--- src/rtl/psum_drain_pkg.sv ---
// psum_drain_pkg: drain FSM states and requantization constants shared by requantizing stages
package psum_drain_pkg;
  typedef enum logic [1:0] {ST_IDLE, ST_DRAIN, ST_FLUSH, ST_DONE} drain_st_e;
  localparam int PSUM_FRAC = 14;
  localparam int ACT_FRAC = 8;
  localparam int ACT_W = 16;
  function automatic int requant_shift(input int p_frac, input int a_frac);
    return p_frac - a_frac;
  endfunction
  localparam int REQ_SHIFT = requant_shift(PSUM_FRAC, ACT_FRAC);
  localparam longint ACT_SAT_MAX = (longint'(1) <<< (ACT_W - 1)) - 1;
  localparam longint ACT_SAT_MIN = -(longint'(1) <<< (ACT_W - 1));
endpackage

--- src/rtl/psum_fifo.sv ---
// psum_fifo: first-word-fall-through synchronous FIFO with occupancy count
module psum_fifo #(
  parameter int W = 64,
  parameter int DEPTH = 8
) (
  input  logic                         clk,
  input  logic                         rst,
  input  logic                         push_i,
  input  logic                         pop_i,
  input  logic [W-1:0]                 wdata_i,
  output logic [W-1:0]                 rdata_o,
  output logic                         full_o,
  output logic                         empty_o,
  output logic [$clog2(DEPTH):0]       count_o
);
  localparam int AW = $clog2(DEPTH);
  logic [W-1:0] mem_q [DEPTH];
  logic [AW-1:0] wr_q, rd_q;
  logic [AW:0] cnt_q;
  logic do_push, do_pop;
  assign do_pop = pop_i && !empty_o;
  assign do_push = push_i && (!full_o || do_pop);
  always_ff @(posedge clk) begin
    if (rst) begin
      wr_q <= '0;
      rd_q <= '0;
      cnt_q <= '0;
    end else begin
      if (do_push) wr_q <= wr_q + 1'b1;
      if (do_pop) rd_q <= rd_q + 1'b1;
      cnt_q <= cnt_q + (AW+1)'(do_push) - (AW+1)'(do_pop);
    end
  end
  always_ff @(posedge clk) begin
    if (do_push) mem_q[wr_q] <= wdata_i;
  end
  assign full_o = cnt_q == (AW+1)'(DEPTH);
  assign empty_o = cnt_q == '0;
  assign rdata_o = empty_o ? '0 : mem_q[rd_q];
  assign count_o = cnt_q;
endmodule

--- src/rtl/psum_drain.sv ---
// psum_drain: de-skews systolic column outputs, requantizes Q26.14 -> Q8.8 into a FIFO, tracks tile rows.
// Optional PSUM_DRAIN_RELU_EN clamps negative requantized columns to zero.
module psum_drain
  import psum_drain_pkg::*;
#(
  parameter int COLS = 4,
  parameter int P_BITWIDTH = 40,
  parameter int P_FRAC_BIT = PSUM_FRAC,
  parameter int A_BITWIDTH = ACT_W,
  parameter int A_FRAC_BIT = ACT_FRAC,
  parameter int FIFO_DEPTH = 8,
  parameter int ROW_CNT_W = 8
) (
  input  logic                         clk,
  input  logic                         rst,
  input  logic                         start_i,
  input  logic [ROW_CNT_W-1:0]         rows_i,
  input  logic [COLS-1:0]              p_valid_i,
  input  logic [COLS*P_BITWIDTH-1:0]   p_i,
  output logic                         out_valid_o,
  input  logic                         out_ready_i,
  output logic [COLS*A_BITWIDTH-1:0]   out_data_o,
  output logic                         almost_full_o,
  output logic                         overflow_o,
  output logic                         skew_err_o,
  output logic                         done_o
);
  localparam int SH = requant_shift(P_FRAC_BIT, A_FRAC_BIT);
  localparam int CW = $clog2(FIFO_DEPTH) + 1;
  localparam logic signed [P_BITWIDTH:0] RND = (P_BITWIDTH+1)'(longint'(1) <<< (SH - 1));
  localparam logic signed [P_BITWIDTH:0] HI = (P_BITWIDTH+1)'(ACT_SAT_MAX);
  localparam logic signed [P_BITWIDTH:0] LO = (P_BITWIDTH+1)'(ACT_SAT_MIN);
  // One extra bit keeps the rounding add from wrapping at the positive extreme
  function automatic logic [A_BITWIDTH-1:0] rq(input logic signed [P_BITWIDTH-1:0] p);
    logic signed [P_BITWIDTH:0] s;
    s = ($signed({p[P_BITWIDTH-1], p}) + RND) >>> SH;
`ifdef PSUM_DRAIN_RELU_EN
    if (s < 0) s = '0;
`endif
    return s > HI ? HI[A_BITWIDTH-1:0] : s < LO ? LO[A_BITWIDTH-1:0] : s[A_BITWIDTH-1:0];
  endfunction
  logic [COLS-1:0] al_v, busy;
  logic [P_BITWIDTH-1:0] al_d [COLS];
  for (genvar c = 0; c < COLS; c++) begin : g_col
    localparam int D = COLS - c;
    logic [D-1:0] v_q;
    logic [P_BITWIDTH-1:0] d_q [D];
    always_ff @(posedge clk) begin
      if (rst) begin
        v_q <= '0;
        for (int k = 0; k < D; k++) d_q[k] <= '0;
      end else begin
        v_q[0] <= p_valid_i[c];
        d_q[0] <= p_i[c*P_BITWIDTH +: P_BITWIDTH];
        for (int k = 1; k < D; k++) begin
          v_q[k] <= v_q[k-1];
          d_q[k] <= d_q[k-1];
        end
      end
    end
    assign al_v[c] = v_q[D-1];
    assign al_d[c] = d_q[D-1];
    assign busy[c] = |v_q;
  end
  logic q_valid_q, skew_q, ovf_q;
  logic [COLS*A_BITWIDTH-1:0] q_data_q, q_data_d;
  always_comb begin
    q_data_d = '0;
    for (int k = 0; k < COLS; k++) q_data_d[k*A_BITWIDTH +: A_BITWIDTH] = rq(al_d[k]);
  end
  logic full, empty, push, pop;
  logic [CW-1:0] count;
  assign pop = !empty && out_ready_i;
  assign push = q_valid_q && (!full || pop);
  always_ff @(posedge clk) begin
    if (rst) begin
      q_valid_q <= 1'b0;
      q_data_q <= '0;
      skew_q <= 1'b0;
      ovf_q <= 1'b0;
    end else begin
      q_valid_q <= al_v[0];
      q_data_q <= q_data_d;
      skew_q <= skew_q | (|(al_v ^ {COLS{al_v[0]}}));
      ovf_q <= ovf_q | (q_valid_q && full && !pop);
    end
  end
  psum_fifo #(.W(COLS*A_BITWIDTH), .DEPTH(FIFO_DEPTH)) u_fifo (
    .clk(clk),
    .rst(rst),
    .push_i(push),
    .pop_i(pop),
    .wdata_i(q_data_q),
    .rdata_o(out_data_o),
    .full_o(full),
    .empty_o(empty),
    .count_o(count)
  );
  assign out_valid_o = !empty;
  assign almost_full_o = count >= CW'(FIFO_DEPTH - 3);
  assign overflow_o = ovf_q;
  assign skew_err_o = skew_q;
  drain_st_e state_q, state_d;
  logic [ROW_CNT_W-1:0] rows_q, rows_d, cnt_q, cnt_d;
  always_comb begin
    state_d = state_q;
    rows_d = rows_q;
    cnt_d = cnt_q;
    case (state_q)
      ST_IDLE: if (start_i) begin
        rows_d = rows_i;
        cnt_d = '0;
        state_d = rows_i == '0 ? ST_FLUSH : ST_DRAIN;
      end
      // Dropped rows still count: the tile is defined by rows leaving the array
      ST_DRAIN: if (q_valid_q) begin
        cnt_d = cnt_q + 1'b1;
        if (cnt_d == rows_q) state_d = ST_FLUSH;
      end
      ST_FLUSH: if (empty && !q_valid_q && !(|busy)) state_d = ST_DONE;
      default: state_d = ST_IDLE;
    endcase
  end
  always_ff @(posedge clk) begin
    if (rst) begin
      state_q <= ST_IDLE;
      rows_q <= '0;
      cnt_q <= '0;
    end else begin
      state_q <= state_d;
      rows_q <= rows_d;
      cnt_q <= cnt_d;
    end
  end
  assign done_o = state_q == ST_DONE;
endmodule

--- config.mk ---
export PLATFORM = sky130hd
export DESIGN_NAME = psum_drain
export DESIGN_NICKNAME = d
export VERILOG_FILES = /design/src/rtl/psum_drain_pkg.sv /design/src/rtl/psum_fifo.sv /design/src/rtl/psum_drain.sv
export SDC_FILE = /design/constraint.sdc
export NUM_CORES = 1
export LEC_CHECK = 0
export ABC_AREA = 1
export CORE_MARGIN = 2
export CORE_UTILIZATION = 55
export DETAILED_ROUTE_END_ITERATION = 10
export HOLD_SLACK_MARGIN = 0.1
export PLACE_DENSITY_LB_ADDON = 0.2
export REMOVE_ABC_BUFFERS = 1
export SYNTH_ARGS = -nofsm -noshare
export SYNTH_HDL_FRONTEND = slang
export SYNTH_SLANG_ARGS = --single-unit
--- constraint.sdc ---
create_clock -name clk -period 11.3 [get_ports clk]
set_input_delay 2.26 -clock clk [delete_from_list [all_inputs] [get_ports clk]]
set_output_delay 2.26 -clock clk [all_outputs]
set_load 0.02 [all_outputs]
After elaboration in Yosys (flattened, before gate mapping)
Memories as Yosys holds them, arrays and structs flattened. A register that Yosys moved wholly into a read port is not among the register bits.
Cells that the tools add are included.
{"block": "classes", "bitwise": 12, "order_cmp": 9, "addsub": 9, "n_mux": 36, "n_reduce_logical": 29, "n_eq_ne": 9}
{"op": "2-to-1 mux 40 bit", "n": 10}
{"op": "adder 40 x 7 -> 41 bit (second input constant)", "n": 4}
{"op": "> comparator 35 x 16 -> 1 bit (second input constant)", "n": 4}
{"op": "< comparator 35 x 16 -> 1 bit (second input constant)", "n": 4}
{"op": "2-to-1 mux 16 bit", "n": 4}
{"op": "2-to-1 mux 64 bit", "n": 1}
{"op": "2-to-1 mux 15 bit", "n": 4}
{"op": "OR reduction 40 bit", "n": 1}
{"op": "2-to-1 mux 8 bit", "n": 2}
{"op": "case mux 8 bit (2 select lines)", "n": 1}
{"op": "bitwise OR 1 bit", "n": 11}
{"op": "2-to-1 mux 2 bit", "n": 5}
{"op": "OR reduction 10 bit", "n": 1}
{"op": "adder 8 x 1 -> 8 bit (second input constant)", "n": 1}
{"op": "equality test 8 bit", "n": 1}
{"op": "logical AND 1 bit", "n": 8}
{"op": "zero test 8 bit", "n": 1}
{"op": "inequality test 2 bit (second input constant)", "n": 4}
{"op": "OR reduction 2 bit", "n": 4}
{"op": "adder 3 x 1 -> 3 bit (second input constant)", "n": 2}
{"op": "2-to-1 mux 1 bit", "n": 6}
{"op": "2-to-1 mux 3 bit", "n": 2}
{"op": "case mux 2 bit (3 select lines)", "n": 1}
{"op": "zero test 1 bit", "n": 5}
{"op": "other kinds (15)", "n": 17}
{"block": "totals", "memories": 5, "out_inout_bits": 69, "inputBits": 176, "ff_bits": 105, "elab_cells": 127, "ramBits": 912}
{"memory": "u_fifo.mem_q", "words": 8, "width": 64, "read_ports": 1, "rd_ports_with_merged_regs": 1, "write_ports": 1, "line": "psum_fifo.sv:17", "source": "logic [W-1:0] mem_q [DEPTH];"}
{"memory": "g_col[0].d_q", "words": 4, "width": 40, "read_ports": 4, "rd_ports_with_merged_regs": 0, "write_ports": 4, "line": "psum_drain.sv:47", "source": "logic [P_BITWIDTH-1:0] d_q [D];"}
{"memory": "g_col[1].d_q", "words": 3, "width": 40, "read_ports": 3, "rd_ports_with_merged_regs": 0, "write_ports": 3, "line": "psum_drain.sv:47"}
{"memory": "g_col[2].d_q", "words": 2, "width": 40, "read_ports": 2, "rd_ports_with_merged_regs": 0, "write_ports": 2, "line": "psum_drain.sv:47"}
{"memory": "g_col[3].d_q", "words": 1, "width": 40, "read_ports": 1, "rd_ports_with_merged_regs": 0, "write_ports": 1, "line": "psum_drain.sv:47"}

Longest topological paths before layout
Gate-level depths: netlist of the first run.
{"block": "depth", "ltp_word": 8, "mapped_depth": 17, "ltp_nobuf": 17}

Hierarchy
Synthesis of the first run repeated with hierarchy kept, for this count alone.
{"block": "hier_totals", "cells_unflattened": 4613, "area_unflattened_um2": 40109.7}
{"mod": "psum_fifo", "seq_area_each_um2": 15635.0, "area_per_inst_um2": 21947.3, "cells_per_inst": 2057, "n_inst": 1}
{"mod": "psum_drain", "seq_area_each_um2": 8908.5, "area_per_inst_um2": 18162.4, "cells_per_inst": 2556, "n_inst": 1}

Least setup slack after synthesis of the first run
OpenSTA, ideal clock, no wires.
{"block": "synth_timing", "path_type": "input port to flip-flop", "start": "input out_ready_i", "end": "memory u_fifo.mem_q[1][0], enable pin", "t_arrival_ns": 5.636, "t_required_ns": 10.814, "stages": 6, "path_buffers": 0, "setup_ns": 0.486, "setup_slack_ns": 5.178, "path_cell_list": "nand2_1 > a31oi_1 > inv_1 > nor2_1 > inv_1 > nor2_1"}
{"block": "synth_between", "elab_chain_cells": 6, "word_cells_on_any_way": 8, "classes_between": "mux: 2; reduce/logical: 6"}
{"element": "start, declared", "line": "psum_drain.sv:21", "source": "input logic out_ready_i,"}
{"element": "logical AND 1 bit *", "line": "psum_drain.sv:73", "source": "assign pop = !empty && out_ready_i;"}
{"element": "logical OR 1 bit / logical AND 1 bit (equally long branches)", "line": "psum_drain.sv:74, psum_fifo.sv:21"}
{"element": "logical AND 1 bit / logical OR 1 bit (equally long branches)", "line": "psum_drain.sv:74, psum_fifo.sv:22"}
{"element": "logical AND 1 bit *", "line": "psum_fifo.sv:22", "source": "assign do_push = push_i && (!full_o || do_pop);"}
{"element": "net u_fifo.do_push", "line": "psum_fifo.sv:20", "source": "logic do_push, do_pop;"}
{"element": "2-to-1 mux 1 bit *", "line": "psum_fifo.sv:35", "source": "if (do_push) mem_q[wr_q] <= wdata_i;"}
{"element": "2-to-1 mux 1 bit (implied by the code) *", "line": "psum_fifo.sv:35"}
{"element": "end, declared", "line": "psum_fifo.sv:17"}
Mark *: on every way through the listed nets, which the timed path passes. The rest lies on a longest branch.

==> results of run 1 <==
-- cell usage after synthesis, types with 2 or more instances --
cell,instances
nand2_2,48
inv_1,494
nor4_1,4
a31oi_1,65
nand3b_1,35
buf_6,4
nand3_1,79
nor2_2,12
nand4_1,21
nand2_1,525
nor2_1,1026
a21oi_1,41
nand2_4,2
nor2_4,16
xor2_1,43
buf_4,2
and2_1,2
ha_1,19
and2_0,2
buf_1,12
nor3_1,4
nand3_2,4
a21oi_2,30
edfxtp_1,512
o22ai_1,66
inv_2,9
or2_2,4
xnor2_1,36
buf_12,2
clkbuf_1,142
o21ai_0,337
dfxtp_1,458
-- stage by stage --
stage	total power [mW]	utilization (%)	TNS (ps)	cells	setup slack, ps
floorplan	5.11	-	-72650	3904	-1140
global placement	5.93	60.1	0	5078	5100
detailed placement	5.96	60.1	0	5078	4990
CTS	9.01	64.5	0	5247	4290
global route	9.34	64.5	0	5247	4010
finish	8.93	64.5	0	5247	4360
-- layout make-up --
| class | instances | area share (%) |
|---|---|---|
| timing repair buffer | 243 | 5.43 |
| sequential | 970 | 55.2 |
| clock inverter | 40 | 0.807 |
| multi-input combinational | 2430 | 25.6 |
| inverter | 504 | 4.28 |
| clock buffer | 129 | 6.05 |
| tap | 931 | 2.62 |
-- worst max-delay path by stage --
stage                                 to  startpoint  slack (ps)
after floorplan            out_data_o[0]    register       -1140
after global placement     out_data_o[6]    register        5100
after detailed placement  out_data_o[46]    register        4990
after CTS                 out_data_o[46]    register        4290
after global routing      out_data_o[46]    register        4010
final                     out_data_o[46]    register        4360
-- metal layers --
layer	GRT usage (%)	vias up
met3	3.23	125
met1	29.4	12200
met4	7.40	0
met5	0	-
li1	-	13400
met2	38.8	604
-- sequential cells by signal, indices dropped and copies added, names as in the netlist, named ones only --
name / count
cnt_q: 8
u_fifo.rd_q: 3
overflow_o: 1
q_valid_q: 1
q_data_q: 64
skew_err_o: 1
u_fifo.mem_q: 512
g_col.v_q: 10
u_fifo.count_o: 4
u_fifo.wr_q: 3
g_col.d_q: 350
rows_q: 8
state_q: 2
-- report_power, final --
part / leakage, nW / internal (mW) / switching (mW)
combinational: 6.96 / 0.713 / 1.19
sequential: 8.43 / 3.83 / 0.147
clock: 1.49 / 1.78 / 1.27
total: 16.9 / 6.33 / 2.61
-- worst min-delay path, cell delays in order, from the launching register on --
cell     delay, ps
dfxtp_1        290
inv_1           40
nor2_1          30
-- kinds of logic after synthesis --
| family | synth area share (%) |
|---|---|
| fa+ha+maj | 0.670 |
| simple gates | 19.2 |
| compound gates | 7.77 |
| buf+inv | 6.70 |
| xor+xnor | 1.80 |
| flops | 63.8 |
==> metrics, run 1 <==
status finished clean; Hold WS 376 ps; largest net degree at the start of global routing ~190; max layer used met4; start of the worst register-to-register path u_fifo.count_o[2]$_SDFF_PP0_; Sink Count between 900 and 1k; gp weighted congestion 0.935; Layout area overhead 15.7%; Synthesis Warnings 0; Core ar. approximately 69,000 µm²; CTS tree done; largest cells by area after synthesis edfxtp_1, dfxtp_1, nor2_1; CP Depth 7; Max-cap violations 0; area leader, netlist edfxtp_1; Rel. slew slack 25.4%; CTS clk-pin slew, worst paths 60 ps; HPWL after detailed placement 48,100 µm; Req. time, crit path approximately 9000 ps; Pins Over Slew Limit 0; Resized cells post-CTS 0; FF+latch count, synth 970; vias in the first global route 24.8k; Max Clk Rate between 100 and 150 MHz; share of cells above drive strength 1 about 7.0%; WP data arrival about 4700 ps; GRT Util Overall a little under a quarter; Post-Syn Area per Cell 9.45 µm²; Fillers 5,575; min Tclk post-route 6940 ps; H-Tree Depth 3; Peak VDD IR 0.166 mV; die height ~270 µm; global-route wire length before repair 127,000 µm; grt total ovfl 0; met2 wire length between 30,000 and 40,000 µm; total CTS buffers 92; final routed DRC violation total 0; CP peak stage delay 930 ps; area fraction of the dominant cell type after synthesis around 40%; Clock Tree Buf Depth 3; Critical Path Slowest Stage Cell buf_4; Hold Path End g_col[0].d_q[3][16]$_SDFF_PP0_; Starting Density 55.8%; R2R depth 8; ANT cells 0; Reg area 24,600 µm²; Yosys cell types 43; Worst Setup Path Type register to output pin; CTS root buf clkbuf_16; most common cell after layout, fill and taps aside nor2_1; hold path start g_col[0].d_q[2][16]$_SDFF_PP0_; register area share after synthesis 63.8%; drt first pass iters 6; Nets 4,437; worst path buffer plus inverter count 3; met3 wire len 4260 µm; type of the worst min-delay path register to register; DR vias approximately 26k; Starting DRT DRC Count ~1.9k; worst r2r dst u_fifo.mem_q[0][56]$_DFFE_PP_; Setup Viol. Count Final 0; hold depth 2; CTS Hold Bufs 0; post-synthesis cell count around 4.1k; cell area after layout about 44,000 µm²; delay-heaviest family, CP buffers and inverters; placed cell area about 41,000 µm²; commonest non-fill, non-tap cells in the layout nor2_1, nand2_1, edfxtp_1, inv_1, dfxtp_1; Die X between 200 and 300 µm; routed len/inst 15.4 µm; Post-synth EDFFs 512; Final Hold Viols 0; antenna violations before repair 0; fin crit share 61.5%; synthesized area 38,500 µm²; leakage power 16.9 nW; RSZ-0062 raised after global routing false; Least-Margin Pin Slew 1120 ps; worst path cell trace inv_6, buf_4, o21ai_0, o22ai_1, o21ai_0, a31oi_1, clkdlybuf4s50_1; IO Pins 245; Setup Fix Bufs, Post-CTS 0; Fin Clk Skew 36.3 ps; Pwr per Cell Area around 200 nW/µm²; M1 WL 35,200 µm; DRT Wirelength 80,700 µm; post-route ant nets 0; port bufs 224; FFs w/ async S/R, synth 0%; Synth Flop Type edfxtp_1; peak fanout along the critical path 145; crit-path most repeated cell o21ai_0; crit end category output pin; worst-skew pair later-pin latency around 650 ps; die area 72,000 µm²; area of the multi-input gates 11,400 µm²; drt via density 5.02; crit start category register; R2R setup slack between 7000 and 8000 ps; row cnt 96
Power figures use the tool's default switching activity.
==> run 2: changes to the inputs <==
--- a/config.mk
+++ b/config.mk
@@ -7,7 +7,7 @@
 export LEC_CHECK = 0
 export ABC_AREA = 1
 export CORE_MARGIN = 2
-export CORE_UTILIZATION = 55
+export CORE_UTILIZATION = 53
 export DETAILED_ROUTE_END_ITERATION = 10
 export HOLD_SLACK_MARGIN = 0.1
 export PLACE_DENSITY_LB_ADDON = 0.2
==> constraint.sdc (replaced) <==
create_clock -name clk -period 6 [get_ports clk]
set_input_delay 1.2 -clock clk [delete_from_list [all_inputs] [get_ports clk]]
set_output_delay 1.2 -clock clk [all_outputs]
set_load 0.02 [all_outputs]
==> run 2 against run 1 <==
- first-iteration DRC count increased by 1.8%
- utilization decreased by 1.8 points
- critical path depth down 1
- total power up 92%
- sequential share of layout area fell by 0.50 points
- clock power increased by 98%
- flip-flop and latch count unchanged
- register-to-register slack got worse by 5300 ps
- global-route usage down 0.62 points
- wire length rose by 0.32%
- largest power group unchanged
- highest routed layer unchanged
==> metrics, run 2 (synthesis gave the netlist of run 1 again) <==
worst-skew pair later-pin latency 640 ps; largest reg by FF count u_fifo.mem_q; Peak VDD IR 0.297 mV; routed len/inst 15.3 µm; post-route ant nets 0; ANT cells 0; crit-path most repeated cell o21ai_0; antenna violations before repair 0; HPWL after detailed placement roughly 49,000 µm; drt first pass iters 5; row cnt between 90 and 100; GRT Util Overall between 20% and 30%; drt via density around 5; leakage power ~17 nW; Fin Clk Skew between 20 and 25 ps; Fillers 5,948; die height 273 µm; final routed DRC violation total 0; RSZ-0062 raised after global routing false; Least-Margin Pin Slew around 940 ps; area of the multi-input gates roughly 11,000 µm²; delay-heaviest family, CP buffers and inverters; Setup Fix Bufs, Post-CTS 0; Req. time, crit path about 4800 ps; Clock Tree Buf Depth 3; H-Tree Depth 3; worst path cell trace inv_6, o21ai_0, o22ai_1, o21ai_0, a31oi_1, clkdlybuf4s50_1; Starting Density 53.7%; Setup Viol. Count Final 0; gp weighted congestion 0.924; min Tclk post-route 4850 ps; CTS root buf clkbuf_16; die area roughly 75,000 µm²; placed cell area 41,600 µm²; P_sw 4.94 mW; CTS Hold Bufs 0; share of cells above drive strength 1 7.53%; Worst Setup Path Type register to output pin; total CTS buffers 95; DR vias 26.4k; Layout area overhead 16.7%; DRT Wirelength 80,900 µm; vias in the first global route 25.1k; IO Pins 245; Core ar. a little over 70,000 µm²; CTS tree done; Final Hold Viols 0; Flop pwr share 43.3%; Sw Share 28.8%; commonest non-fill, non-tap cells in the layout nor2_1, nand2_1, edfxtp_1, inv_1, dfxtp_1; crit end category output pin; WP data arrival 3650 ps; Nets around 4.4k; grt total ovfl 0; most common cell after layout, fill and taps aside nor2_1; cell area after layout about 45,000 µm²; max reg flops 512; Rel. slew slack around 37%; Max-cap violations 0; Critical Path Slowest Stage Cell clkdlybuf4s50_1; Max Clk Rate just over 200 MHz; Sink Count 970; worst path buffer plus inverter count 2; peak fanout along the critical path around 100; port bufs 224; Largest regs u_fifo.mem_q: 512 flops, g_col.d_q: 350 flops, q_data_q: 64 flops; Clock power frac a little over a third; global-route wire length before repair 130,000 µm; fin crit share 80.9%; CTS clk-pin slew, worst paths 60 ps; Starting DRT DRC Count slightly below 2k; pre-CTS WS 1670 ps; Pwr per Cell Area approximately 380 nW/µm²; Gate power share 21.5%; Pins Over Slew Limit 0; status finished clean; largest net degree at the start of global routing 165; Int Power approximately 12 mW; Resized cells post-CTS 0; fin worst setup slack 1150 ps; CP peak stage delay 720 ps; type of the worst min-delay path register to register; crit start category register; Die X around 270 µm; Reg area 24,600 µm²
run 2: path summary, 6_finish.rpt:
kind | from | end | slack, ps | cells after the start
worst max-delay path | register | out_data_o[0] | 1150 | 6
worst min-delay path | g_col[1].d_q[0][53]$_SDFF_PP0_ | g_col[1].d_q[0][93]$_SDFF_PP0_ | 400 | 2
worst max register to register | u_fifo.count_o[2]$_SDFF_PP0_ | u_fifo.mem_q[3][61]$_DFFE_PP_ | 2160 | 10
worst min register to register | g_col[1].d_q[0][53]$_SDFF_PP0_ | g_col[1].d_q[0][93]$_SDFF_PP0_ | 400 | 2
run 2: area by class of cell:
cell class	count	area share, %
Inverter	504	4.24
Timing Repair Buffer	251	5.76
Clock buffer	133	6.31
Multi-Input combinational cell	2430	25.4
Tap cell	950	2.65
Sequential cell	970	54.7
Clock inverter	42	0.959
run 2: worst register-to-register path: stages, from the launching register on:
cell and delay (ps):
dfxtp_1 340, inv_1 80, ha_1 210, nand2_2 450, nand2_1 240, a31oi_1 460, inv_1 150, nor2_1 170
inv_1 190, nor2_4 690, buf_4 490
run 2: per-stage QoR:
step                      TNS, ps  hold WS (ps)  utilization [%]  instances  power [mW]
final                           0           398             62.7       5280        17.1
after global routing            0           404             62.7       5280        18.0
after CTS                       0           397             62.7       5280        17.3
after detailed placement        0           392             58.1       5105        11.3
after global placement          0           388             58.1       5105        11.2
after floorplan           -344010           388                -       3904        9.63
run 2: power by group through the flow:
| stage | Clock [mW] | Combinational, mW | Sequential [mW] |
|---|---|---|---|
| 2_1_floorplan | 0 | 2.01 | 7.62 |
| 3_3_place_gp | 0 | 3.67 | 7.57 |
| 3_5_place_dp | 0 | 3.71 | 7.57 |
| 4_1_cts | 6.15 | 3.73 | 7.43 |
| 5_1_grt | 6.44 | 4.05 | 7.46 |
| 6_report | 6.03 | 3.69 | 7.43 |
run 2: layer usage:
layer / global-route usage, % / vias up / part of all wire [%]
met5: 0 / - / 0
met4: 6.84 / 0 / 2.1
met3: 3.00 / 98 / 5.1
met2: 38.6 / 628 / 50
met1: 28.0 / 12200 / 43
li1: - / 13400 / -
